**src/rtl/rfg_axis_protocol_v2_pkg.sv**
```systemverilog
// Shared types and constants for the AXI-Stream register-file protocol bridge.
package rfg_axis_protocol_v2_pkg;

    // Request header byte; bit 0 is wr, bit 7:4 is the virtual channel.
    typedef struct packed {
        logic [3:0] vchannel;
        logic       ext;
        logic       incr;
        logic       rd;
        logic       wr;
    } header_t;

    // Encoding is visible on debug_state, so keep values stable.
    typedef enum logic [3:0] {
        S_HEADER = 4'd0,
        S_ADDR   = 4'd1,
        S_LEN0   = 4'd2,
        S_LEN1   = 4'd3,
        S_WRITE  = 4'd4,
        S_ACK    = 4'd5,
        S_READ   = 4'd6,
        S_DRAIN  = 4'd7
    } state_t;

    localparam logic [7:0] ACK_BYTE     = 8'hAC;
    localparam logic [7:0] TIMEOUT_BYTE = 8'hEE;

endpackage

```
**src/rtl/rfg_axis_protocol_v2_fifo.sv**
```systemverilog
// Small first-word-fall-through FIFO: head is valid whenever empty is low.
module mini_fwft_fifo #(
    parameter int AWIDTH = 3,
    parameter int DWIDTH = 8
) (
    input  logic              clk,
    input  logic              rst_n,
    input  logic              push,
    input  logic [DWIDTH-1:0] push_data,
    input  logic              pop,
    output logic [DWIDTH-1:0] head,
    output logic              empty,
    output logic              almost_full
);
    localparam int DEPTH = 1 << AWIDTH;

    logic [DWIDTH-1:0] mem [DEPTH];
    logic [AWIDTH-1:0] wr_ptr;
    logic [AWIDTH-1:0] rd_ptr;
    logic [AWIDTH:0]   count;
    logic              full;
    logic              do_push;
    logic              do_pop;

    assign full        = (count == (AWIDTH+1)'(DEPTH));
    assign empty       = (count == '0);
    assign almost_full = (count >= (AWIDTH+1)'(DEPTH - 1));
    assign do_push     = push && !full;
    assign do_pop      = pop && !empty;
    // An occupied slot is never rewritten, so head holds steady while not popped.
    assign head        = mem[rd_ptr];

    // Storage, pointers and occupancy count.
    always_ff @(posedge clk or negedge rst_n) begin
        if (!rst_n) begin
            wr_ptr <= '0;
            rd_ptr <= '0;
            count  <= '0;
            for (int i = 0; i < DEPTH; i++) begin
                mem[i] <= '0;
            end
        end else begin
            if (do_push) begin
                mem[wr_ptr] <= push_data;
                wr_ptr      <= wr_ptr + 1'b1;
            end
            if (do_pop) begin
                rd_ptr <= rd_ptr + 1'b1;
            end
            case ({do_push, do_pop})
                2'b10:   count <= count + 1'b1;
                2'b01:   count <= count - 1'b1;
                default: count <= count;
            endcase
        end
    end

endmodule

```
**src/rtl/rfg_axis_protocol_v2.sv**
```systemverilog
// Byte-stream request decoder driving a register file, with a buffered
// AXI-Stream response path for reads and write acknowledges.
//
// Both streams use strict valid/ready: a byte transfers on a rising edge where
// tvalid && tready; a source never withdraws or changes tdata/tlast while
// tvalid is high and tready is low, and tvalid never waits on tready.
module rfg_axis_protocol_v2
    import rfg_axis_protocol_v2_pkg::*;
#(
    parameter int ADDR_BYTES    = 2,
    parameter int ID_DEST_WIDTH = 8,
    parameter int FIFO_AWIDTH   = 3,
    parameter int READ_TIMEOUT  = 255
) (
    input  logic                     aclk,
    input  logic                     aresetn,
    input  logic [7:0]               s_axis_tdata,
    input  logic                     s_axis_tvalid,
    output logic                     s_axis_tready,
    input  logic [ID_DEST_WIDTH-1:0] s_axis_tid,
    output logic [7:0]               m_axis_tdata,
    output logic                     m_axis_tvalid,
    input  logic                     m_axis_tready,
    output logic                     m_axis_tlast,
    output logic [ID_DEST_WIDTH-1:0] m_axis_tid,
    output logic [ID_DEST_WIDTH-1:0] m_axis_tdest,
    output logic [8*ADDR_BYTES-1:0]  rfg_address,
    output logic [7:0]               rfg_write_value,
    output logic                     rfg_write,
    output logic                     rfg_write_last,
    output logic                     rfg_read,
    input  logic                     rfg_read_valid,
    input  logic [7:0]               rfg_read_value,
    output logic                     timeout_error,
    output logic [3:0]               debug_state
);
    localparam int          AW           = 8 * ADDR_BYTES;
    localparam logic [15:0] TIMEOUT_LAST = 16'(READ_TIMEOUT - 1);

    state_t      state;
    header_t     hdr;
    logic        run;
    logic [2:0]  addr_idx;
    logic [7:0]  len_lo;
    logic [15:0] len_left;   // bytes still to write, or reads still to issue
    logic [15:0] done_left;  // reads still to complete
    logic [15:0] out_left;   // response bytes still to hand over
    logic [15:0] timer;
    logic        outstanding;

    logic        s_hs;
    logic        m_hs;
    logic        rd_complete;
    logic        rd_timeout;
    logic        ack_push;
    logic        fifo_push;
    logic [7:0]  fifo_data;
    logic        fifo_empty;
    logic        fifo_afull;

    // run holds the input stream off until the first clock after reset release.
    assign s_axis_tready = run && (state inside {S_HEADER, S_ADDR, S_LEN0, S_LEN1, S_WRITE});
    assign s_hs          = s_axis_tvalid && s_axis_tready;
    assign m_hs          = m_axis_tvalid && m_axis_tready;

    // A read response in the final timeout cycle takes precedence over the timeout.
    assign rd_complete = (state == S_READ) && outstanding
                         && (rfg_read_valid || (timer == TIMEOUT_LAST));
    assign rd_timeout  = rd_complete && !rfg_read_valid;
    assign ack_push    = (state == S_WRITE) && s_hs && (len_left == 16'd1) && hdr.rd;
    assign fifo_push   = rd_complete || ack_push;
    assign fifo_data   = ack_push ? ACK_BYTE : (rfg_read_valid ? rfg_read_value : TIMEOUT_BYTE);

    assign m_axis_tvalid = !fifo_empty;
    assign m_axis_tlast  = !fifo_empty && (out_left == 16'd1);
    assign m_axis_tid    = ID_DEST_WIDTH'(hdr.vchannel);
    assign debug_state   = state;

    mini_fwft_fifo #(
        .AWIDTH (FIFO_AWIDTH),
        .DWIDTH (8)
    ) u_read_fifo (
        .clk         (aclk),
        .rst_n       (aresetn),
        .push        (fifo_push),
        .push_data   (fifo_data),
        .pop         (m_hs),
        .head        (m_axis_tdata),
        .empty       (fifo_empty),
        .almost_full (fifo_afull)
    );

    // Protocol FSM with registered register-file strobes and address.
    always_ff @(posedge aclk or negedge aresetn) begin
        if (!aresetn) begin
            state           <= S_HEADER;
            hdr             <= '0;
            run             <= 1'b0;
            addr_idx        <= '0;
            len_lo          <= '0;
            len_left        <= '0;
            done_left       <= '0;
            out_left        <= '0;
            timer           <= '0;
            outstanding     <= 1'b0;
            m_axis_tdest    <= '0;
            rfg_address     <= '0;
            rfg_write_value <= '0;
            rfg_write       <= 1'b0;
            rfg_write_last  <= 1'b0;
            rfg_read        <= 1'b0;
            timeout_error   <= 1'b0;
        end else begin
            run            <= 1'b1;
            rfg_write      <= 1'b0;
            rfg_write_last <= 1'b0;
            rfg_read       <= 1'b0;

            // Address advances once the strobe that used it has been presented.
            if ((rfg_write || rfg_read) && hdr.incr) begin
                rfg_address <= rfg_address + 1'b1;
            end
            if (m_hs) begin
                out_left <= out_left - 16'd1;
            end

            case (state)
                S_HEADER: begin
                    if (s_hs && (s_axis_tdata[1:0] != 2'b00)) begin
                        hdr          <= header_t'(s_axis_tdata);
                        m_axis_tdest <= s_axis_tid;
                        addr_idx     <= '0;
                        state        <= S_ADDR;
                    end
                end
                S_ADDR: begin
                    if (s_hs) begin
                        if (hdr.ext) begin
                            for (int b = 0; b < ADDR_BYTES; b++) begin
                                if (addr_idx == 3'(b)) begin
                                    rfg_address[b*8 +: 8] <= s_axis_tdata;
                                end
                            end
                            addr_idx <= addr_idx + 3'd1;
                            if (addr_idx == 3'(ADDR_BYTES - 1)) begin
                                state <= S_LEN0;
                            end
                        end else begin
                            rfg_address <= AW'(s_axis_tdata);
                            state       <= S_LEN0;
                        end
                    end
                end
                S_LEN0: begin
                    if (s_hs) begin
                        len_lo <= s_axis_tdata;
                        state  <= S_LEN1;
                    end
                end
                S_LEN1: begin
                    if (s_hs) begin
                        if ({s_axis_tdata, len_lo} == 16'd0) begin
                            state <= S_HEADER;
                        end else begin
                            len_left    <= {s_axis_tdata, len_lo};
                            done_left   <= {s_axis_tdata, len_lo};
                            out_left    <= hdr.wr ? 16'd0 : {s_axis_tdata, len_lo};
                            outstanding <= 1'b0;
                            timer       <= '0;
                            state       <= hdr.wr ? S_WRITE : S_READ;
                        end
                    end
                end
                S_WRITE: begin
                    if (s_hs) begin
                        rfg_write       <= 1'b1;
                        rfg_write_value <= s_axis_tdata;
                        rfg_write_last  <= (len_left == 16'd1);
                        len_left        <= len_left - 16'd1;
                        if (len_left == 16'd1) begin
                            if (hdr.rd) begin
                                out_left <= 16'd1;
                                state    <= S_ACK;
                            end else begin
                                state <= S_HEADER;
                            end
                        end
                    end
                end
                S_ACK: begin
                    if (m_hs) begin
                        state <= S_HEADER;
                    end
                end
                S_READ: begin
                    if (!outstanding && !fifo_afull && (len_left != 16'd0)) begin
                        rfg_read    <= 1'b1;
                        outstanding <= 1'b1;
                        timer       <= '0;
                        len_left    <= len_left - 16'd1;
                    end
                    if (rd_complete) begin
                        outstanding <= 1'b0;
                        done_left   <= done_left - 16'd1;
                        if (rd_timeout) begin
                            timeout_error <= 1'b1;
                        end
                        if (done_left == 16'd1) begin
                            state <= S_DRAIN;
                        end
                    end else if (outstanding) begin
                        timer <= timer + 16'd1;
                    end
                end
                S_DRAIN: begin
                    if (fifo_empty && (out_left == 16'd0)) begin
                        state <= S_HEADER;
                    end
                end
                default: state <= S_HEADER;
            endcase
        end
    end

endmodule

```
**config.mk**
```make
export PLATFORM = sky130hd
export DESIGN_NAME = rfg_axis_protocol_v2
export DESIGN_NICKNAME = d
export VERILOG_FILES = /design/src/rtl/rfg_axis_protocol_v2_pkg.sv /design/src/rtl/rfg_axis_protocol_v2_fifo.sv /design/src/rtl/rfg_axis_protocol_v2.sv
export SDC_FILE = /design/constraint.sdc
export NUM_CORES = 1
export LEC_CHECK = 0
export CORE_MARGIN = 2
export CORE_UTILIZATION = 50
export CTS_CLUSTER_SIZE = 20
export DETAILED_ROUTE_END_ITERATION = 12
export PLACE_DENSITY = 0.7
export RECOVER_POWER = 100
export SLEW_MARGIN = 20
export SYNTH_ARGS = -nofsm -noshare
export SYNTH_HDL_FRONTEND = slang
export SYNTH_SLANG_ARGS = --single-unit
```
**constraint.sdc**
```tcl
create_clock -name aclk -period 3.1 [get_ports aclk]
set_input_delay 0.62 -clock aclk [delete_from_list [all_inputs] [get_ports aclk]]
set_output_delay 0.62 -clock aclk [all_outputs]
set_load 0.01 [all_outputs]
```
After elaboration in Yosys (flattened, before gate mapping):

Cells that the tools add are included.
W data, S select, Z words.

* register bits: 199
* bits in latches: 0
* bits in writable memories: 0
* bits in read-only memories: 0
* logic and storage cells: 193
* memories: 0

* add/sub/neg operators: 10
* $mul: 0
* divide/modulo/power cells: 0
* $lt $le $gt $ge: 4
* eq/ne operators: 30
* shifts and indexed selects: 0
* mux-type cells: 67
* bitwise logic cells: 2
* reduce and logical (&&, ||, !) cells: 48

Operator list (count)
* $mux W16: 21
* $pmux W16 S2: 3
* $bwmux W64: 1
* $mux W8: 7
* $eq A16 B1 Y1 const B: 3
* $mux W4: 12
* $pmux W16 S3: 1
* $sub A16 B1 Y16 const B: 3
* $add A16 B1 Y16 const B: 2
* $logic_not A16 Y1: 2
* $pmux W4 S8: 1
* $bmux W8 S3: 1
* $demux W8 S3: 1
* $logic_and A1 B1 Y1: 18
* $eq A16 B8 Y1 const B: 1
* $eq A4 B3 Y1 const B: 4
* $ne A2 B2 Y1 const B: 8
* $reduce_bool A16 Y1: 1
* $mux W3: 5
* $reduce_and A4 Y1: 3
* $reduce_and A11 Y1: 1
* $mux W1: 10
* $ne A2 B1 Y1 const B: 5
* $add A3 B1 Y3 const B: 3
* other kinds (27): 44

Depth between registers and ports, before layout:

Gate-level depths: netlist of the first run.

* depth after elaboration: 11
* gate-level depth with buffers: 13

Cells and area by module:

A second synthesis of the first run with hierarchy kept.

* cell total of the unflattened synthesis: 980
* area, all modules: 10670.2 um2

Modules (own cells, without submodules)
* rfg_axis_protocol_v2: instances 1, cells each 750, area an instance 7019.2 um2
* mini_fwft_fifo: instances 1, cells each 230, area an instance 3651.0 um2

Worst setup path after synthesis of the first run:

No wires, ideal clock.

* path type: flip-flop to flip-flop
* start: register len_left[2]
* end: register u_read_fifo.count[2]
* setup time: 0.127 ns
* arrival: 2.724 ns
* slack: 0.250 ns
* cell stages (with the launch flop): 12
* buffers on the path: 0
* clock period less this slack: 2.850 ns
* cells stage by stage: dfrtp_1 -> or4_4 -> nor3b_4 -> and4_1 -> o21ai_2 -> ha_1 -> xor2_1 -> ha_1 -> a21oi_1 -> xor2_1 -> nor2_1 -> xor2_1

* word-level cells in the longest chain between the ends: 7
* elaborated cells on any way between the ends: 9
* classes of those cells: 3 x eq/ne; 1 x mux; 5 x reduce/logical

RTL lines
* start: declaration: RTL line rfg_axis_protocol_v2.sv:45 `logic [15:0] len_left;`
* start signal: assignment: RTL line rfg_axis_protocol_v2.sv:165 `len_left <= {s_axis_tdata, len_lo};`
* start signal: assignment: RTL line rfg_axis_protocol_v2.sv:179 `len_left <= len_left - 16'd1;`
* start signal: assignment: RTL line rfg_axis_protocol_v2.sv:200 `len_left <= len_left - 16'd1;`
* $eq A16 B1 Y1 *: RTL line rfg_axis_protocol_v2.sv:70 `assign ack_push = (state == S_WRITE) && s_hs && (len_left == 16'd1) && hdr.rd;`
* $logic_and A1 B1 Y1 * (2 in series): RTL line rfg_axis_protocol_v2.sv:70
* $logic_or A1 B1 Y1 *: RTL line rfg_axis_protocol_v2.sv:71 `assign fifo_push = rd_complete || ack_push;`
* $logic_and A1 B1 Y1 *: RTL line rfg_axis_protocol_v2_fifo.sv:28 `assign do_push = push && !full;`
* $eq A2 B1 Y1 / $eq A2 B2 Y1 (equally long branches): RTL line rfg_axis_protocol_v2_fifo.sv:50 `case ({do_push, do_pop})`
* $pmux W4 S2 / $reduce_bool A2 Y1 (equally long branches)
* end signal: assignment: RTL line rfg_axis_protocol_v2_fifo.sv:51 `2'b10: count <= count + 1'b1;`
* end signal: assignment: RTL line rfg_axis_protocol_v2_fifo.sv:52 `2'b01: count <= count - 1'b1;`
* end signal: assignment: RTL line rfg_axis_protocol_v2_fifo.sv:53 `default: count <= count;`
* end: declaration: RTL line rfg_axis_protocol_v2_fifo.sv:20 `logic [AWIDTH:0] count;`

Mark *: on every way between the ends. The rest lies on a longest branch, timed or not.
A chain may end at the register's enable or synchronous reset.

Final worst setup path of the first run:

* start: register out_left[10]
* end: output port m_axis_tlast

* word-level cells in the longest chain between the ends: 2

RTL lines
* start: declaration: RTL line rfg_axis_protocol_v2.sv:47 `logic [15:0] out_left;`
* start signal: assignment: RTL line rfg_axis_protocol_v2.sv:124 `out_left <= out_left - 16'd1;`
* start signal: assignment: RTL line rfg_axis_protocol_v2.sv:167 `out_left <= hdr.wr ? 16'd0 : {s_axis_tdata, len_lo};`
* $eq A16 B1 Y1: RTL line rfg_axis_protocol_v2.sv:75 `assign m_axis_tlast = !fifo_empty && (out_left == 16'd1);`
* $logic_and A1 B1 Y1: RTL line rfg_axis_protocol_v2.sv:75
* end: declaration: RTL line rfg_axis_protocol_v2.sv:24 `output logic m_axis_tlast,`

Every way passes these cells.

==> results of run 1 <==
-- cells by family after synthesis --
family,share of synthesized area
AO/OA/AOI/OAI,0.197
XOR/XNOR,0.0322
adder cells (fa/ha/maj),0.0224
buffers and inverters,0.0403
flip-flops,0.467
multiplexers,0.0825
other,0.000707
AND/OR/NAND/NOR,0.158
-- path summary, 6_finish.rpt --
path	startpoint	endpoint	slack, ps	cells after the start
setup / recovery	out_left[10]$_DFF_PN0_	m_axis_tlast	110	5
hold / removal	timeout_error$_DFFE_PN0P_	timeout_error$_DFFE_PN0P_	450	1
setup reg to reg	len_left[2]$_DFFE_PN0P_	u_read_fifo.count[2]$_DFFE_PN0P_	160	11
hold reg to reg	timeout_error$_DFFE_PN0P_	timeout_error$_DFFE_PN0P_	450	1
max in group asynchronous	aresetn	u_read_fifo.mem[4]$_DFFE_PN0P_	590	2
min in group asynchronous	aresetn	rfg_address[5]$_DFF_PN0_	710	1
-- timing repair --
item / CTS / global route
gates cloned: 0 / 0
setup endpoints to repair: 1 / 1
pin swaps: 0 / 0
resized for setup: 3 / 2
-- final cells by class --
type / count / area share
repair buffers: 137 / 0.0949
multi-input cells: 709 / 0.420
clock buffers: 17 / 0.0344
inverters: 25 / 0.00758
clock inverters: 14 / 0.0152
well taps: 275 / 0.0278
flip-flops and latches: 198 / 0.400
-- worst max-delay path, stage by stage, from the launching register on --
cell and delay (ps):
dfrtp_1 420, or4_4 560, or3_4 360, nor2_1 90
and4_1 220, dlygate4sd2_1 270
-- cells in the final DEF (no fill, tap or decap), types with 14 or more instances in the layout --
| cell | synthesis | final |
|---|---|---|
| dfrtp_1 | 198 | 198 |
| nor2_1 | 64 | 64 |
| nand2_1 | 57 | 57 |
| o2bb2ai_1 | 48 | 48 |
| a21oi_1 | 39 | 44 |
| dlygate4sd3_1 | 0 | 44 |
| o21ai_0 | 40 | 40 |
| mux2_2 | 40 | 39 |
| nand3_1 | 37 | 37 |
| clkdlybuf4s50_1 | 0 | 36 |
| buf_4 | 15 | 33 |
| a2bb2oi_1 | 26 | 26 |
| inv_1 | 24 | 25 |
| a31oi_1 | 24 | 24 |
| nand4_1 | 22 | 22 |
| nor3_1 | 21 | 21 |
| xor2_1 | 20 | 20 |
| xnor2_1 | 19 | 19 |
| ha_1 | 19 | 19 |
| nor4_1 | 17 | 18 |
| clkbuf_16 | 0 | 17 |
| mux4_2 | 16 | 16 |
| o22a_1 | 14 | 14 |
-- flip-flops by register name (all words and copies together) (netlist names), 8 cells and up --
signal and cells:
m_axis_tdest 8, len_left 16, done_left 16, out_left 16
len_lo 8, timer 16, u_read_fifo.mem 64, rfg_write_value 8
rfg_address 16
-- per-stage QoR --
stage                     instances  setup WS (ps)  total power [W]  instance area (um2)  hold slack [ps]
after floorplan                 999            250          0.00676                10600              324
after global placement         1344           96.2          0.00825                11900              444
after detailed placement       1344           76.0          0.00838                11900              448
after CTS                      1375            106           0.0107                12600              226
after global routing           1375           9.10           0.0112                12400              485
final                          1375            106           0.0105                12400              451
-- per-layer routing --
| metal | vias up | wire, um |
|---|---|---|
| li1 | 3953 | - |
| met1 | 4414 | 12900 |
| met2 | 253 | 12900 |
| met3 | 38 | 1590 |
| met4 | 0 | 435 |
| met5 | - | 0 |
-- power breakdown --
part	switching, W	internal (W)
logic	0.00194	0.00187
registers	0.000967	0.00342
clock network	0.00110	0.00123
==> metrics.md, run 1 <==
| Metric | Value |
|---|---|
| Outcome | complete, but fails checks |
| Initial DRC Count | 643 |
| Minimum clock period | around 3000 ps |
| GRT busiest layer | met2 |
| All-Layer GR Usage | 0.256 |
| WP data arrival | 2370 ps |
| Die Wd | 150 um |
| Fill cells | 1809 |
| H-tree Lvls | 4 |
| Cells after synthesis | 995 |
| Post-CTS Setup Inserts | 0 |
| Max Transition Viols Final | 83 |
| Period utilization | 0.966 |
| Proportion of layout cells with a drive suffix above 1 | 0.145 |
| Asr flop ratio synth | 1.00 |
| RePlAce Congestion | a little over 0.9 |
| Ant diodes | 0 |
| Maxcap violations | 1 |
| GR met3 Demand/Resource | 0.0427 |
| P_leak | 5.13 nW |
| Ranking of synthesized cells by area | dfrtp_1, mux2_2, o2bb2ai_1 |
| Final WL | 27.9 mm |
| Final setup viols | 0 |
| Most instantiated cells after synthesis | dfrtp_1, nor2_1, nand2_1 |
| PortBufs | 82 |
| Synth cell types | 81 |
| WP data required | around 2500 ps |
| FF+latch area | 4950 um2 |
| Met1 usage | 0.378 |
| Setup tns final | 0 ps |
| Max clock buf depth | 2 |
| Initial Util | 0.507 |
| DP HPWL | 19.3 mm |
| Die Ht | roughly 150 um |
| Root buf cell | clkbuf_16 |
| #FFs+latches synth | 198 |
| Main synth FF type | dfrtp_1 |
| Peak supply drop | 0.399 mV |
| Failing checks | max-capacitance violations, max-slew violations |
| Area of the multi-input gates | 5190 um2 |
| Core footprint | 21000 um2 |
| Startpoint types | register |
| FMAX | around 330 MHz |
| Number of synthesized flops with an enable pin | 0 |
| Largest net degree at the start of global routing | 83 |
| Mapped Avg Cell Area | 10.7 um2 |
| Die area | around 22000 um2 |
| Setup Skew | 18.0 ps |
| Fin nets | 1136 |
| Pre-Repair DR Iteration Count | 5 |
| Grt ovf | 0 |
| RSZ-0062 raised after global routing | no |
| Most common cell in the synthesized netlist | dfrtp_1 |
| Core Util, Final | 0.590 |
| Hold Path Class | register to register |
| Clock transition at path regs | 80 ps |
| Area leader, netlist | dfrtp_1 |
| # hold bufs at CTS | 0 |
| Synth Cell Area | 10600 um2 |
| Slew Limit Headroom | -0.310 |
| Synth-to-layout area growth | 16.5% |
| Initial antenna violation count | 0 |
| Worst-Margin Slew | 1970 ps |
| WL/cell | 20.3 um |
| PD cells | roughly 850 nW/um2 |
| Worst-path maximum fanout | 4 |
| I/O Pins | 88 |
| Setup CP Type | register to output port |
| Yosys warnings | 0 |
| First-pass GRT wire length | approximately 45 mm |
| CTS Sinks | 198 |
| Clock Latency Late Sink | about 450 ps |
| # rows | 53 |
| Crit end category | output port |
| Detail Route Antenna Nets | 0 |
| Vias | 8658 |
| CTS tree | done |
| Met2 Resource Use GR | 0.396 |
| Final Hold Viols | 0 |
| DRC | 0 |
| Vias per cell | 6.30 |
| Share of the yosys chip area belonging to registers | 0.467 |
| Number of CTS-inserted buffers | 17 |
| Vias in the first global route | a little over 8000 |
| Share of the synthesized area in the top cell type | 0.467 |
Power figures use the tool's default switching activity.
==> inputs of run 2 (changes only) <==
Settings changed: HOLD_SLACK_MARGIN from default to 0.08.
==> results of run 2 <==
Final layout, timing and power as in run 1 (identical DEF).
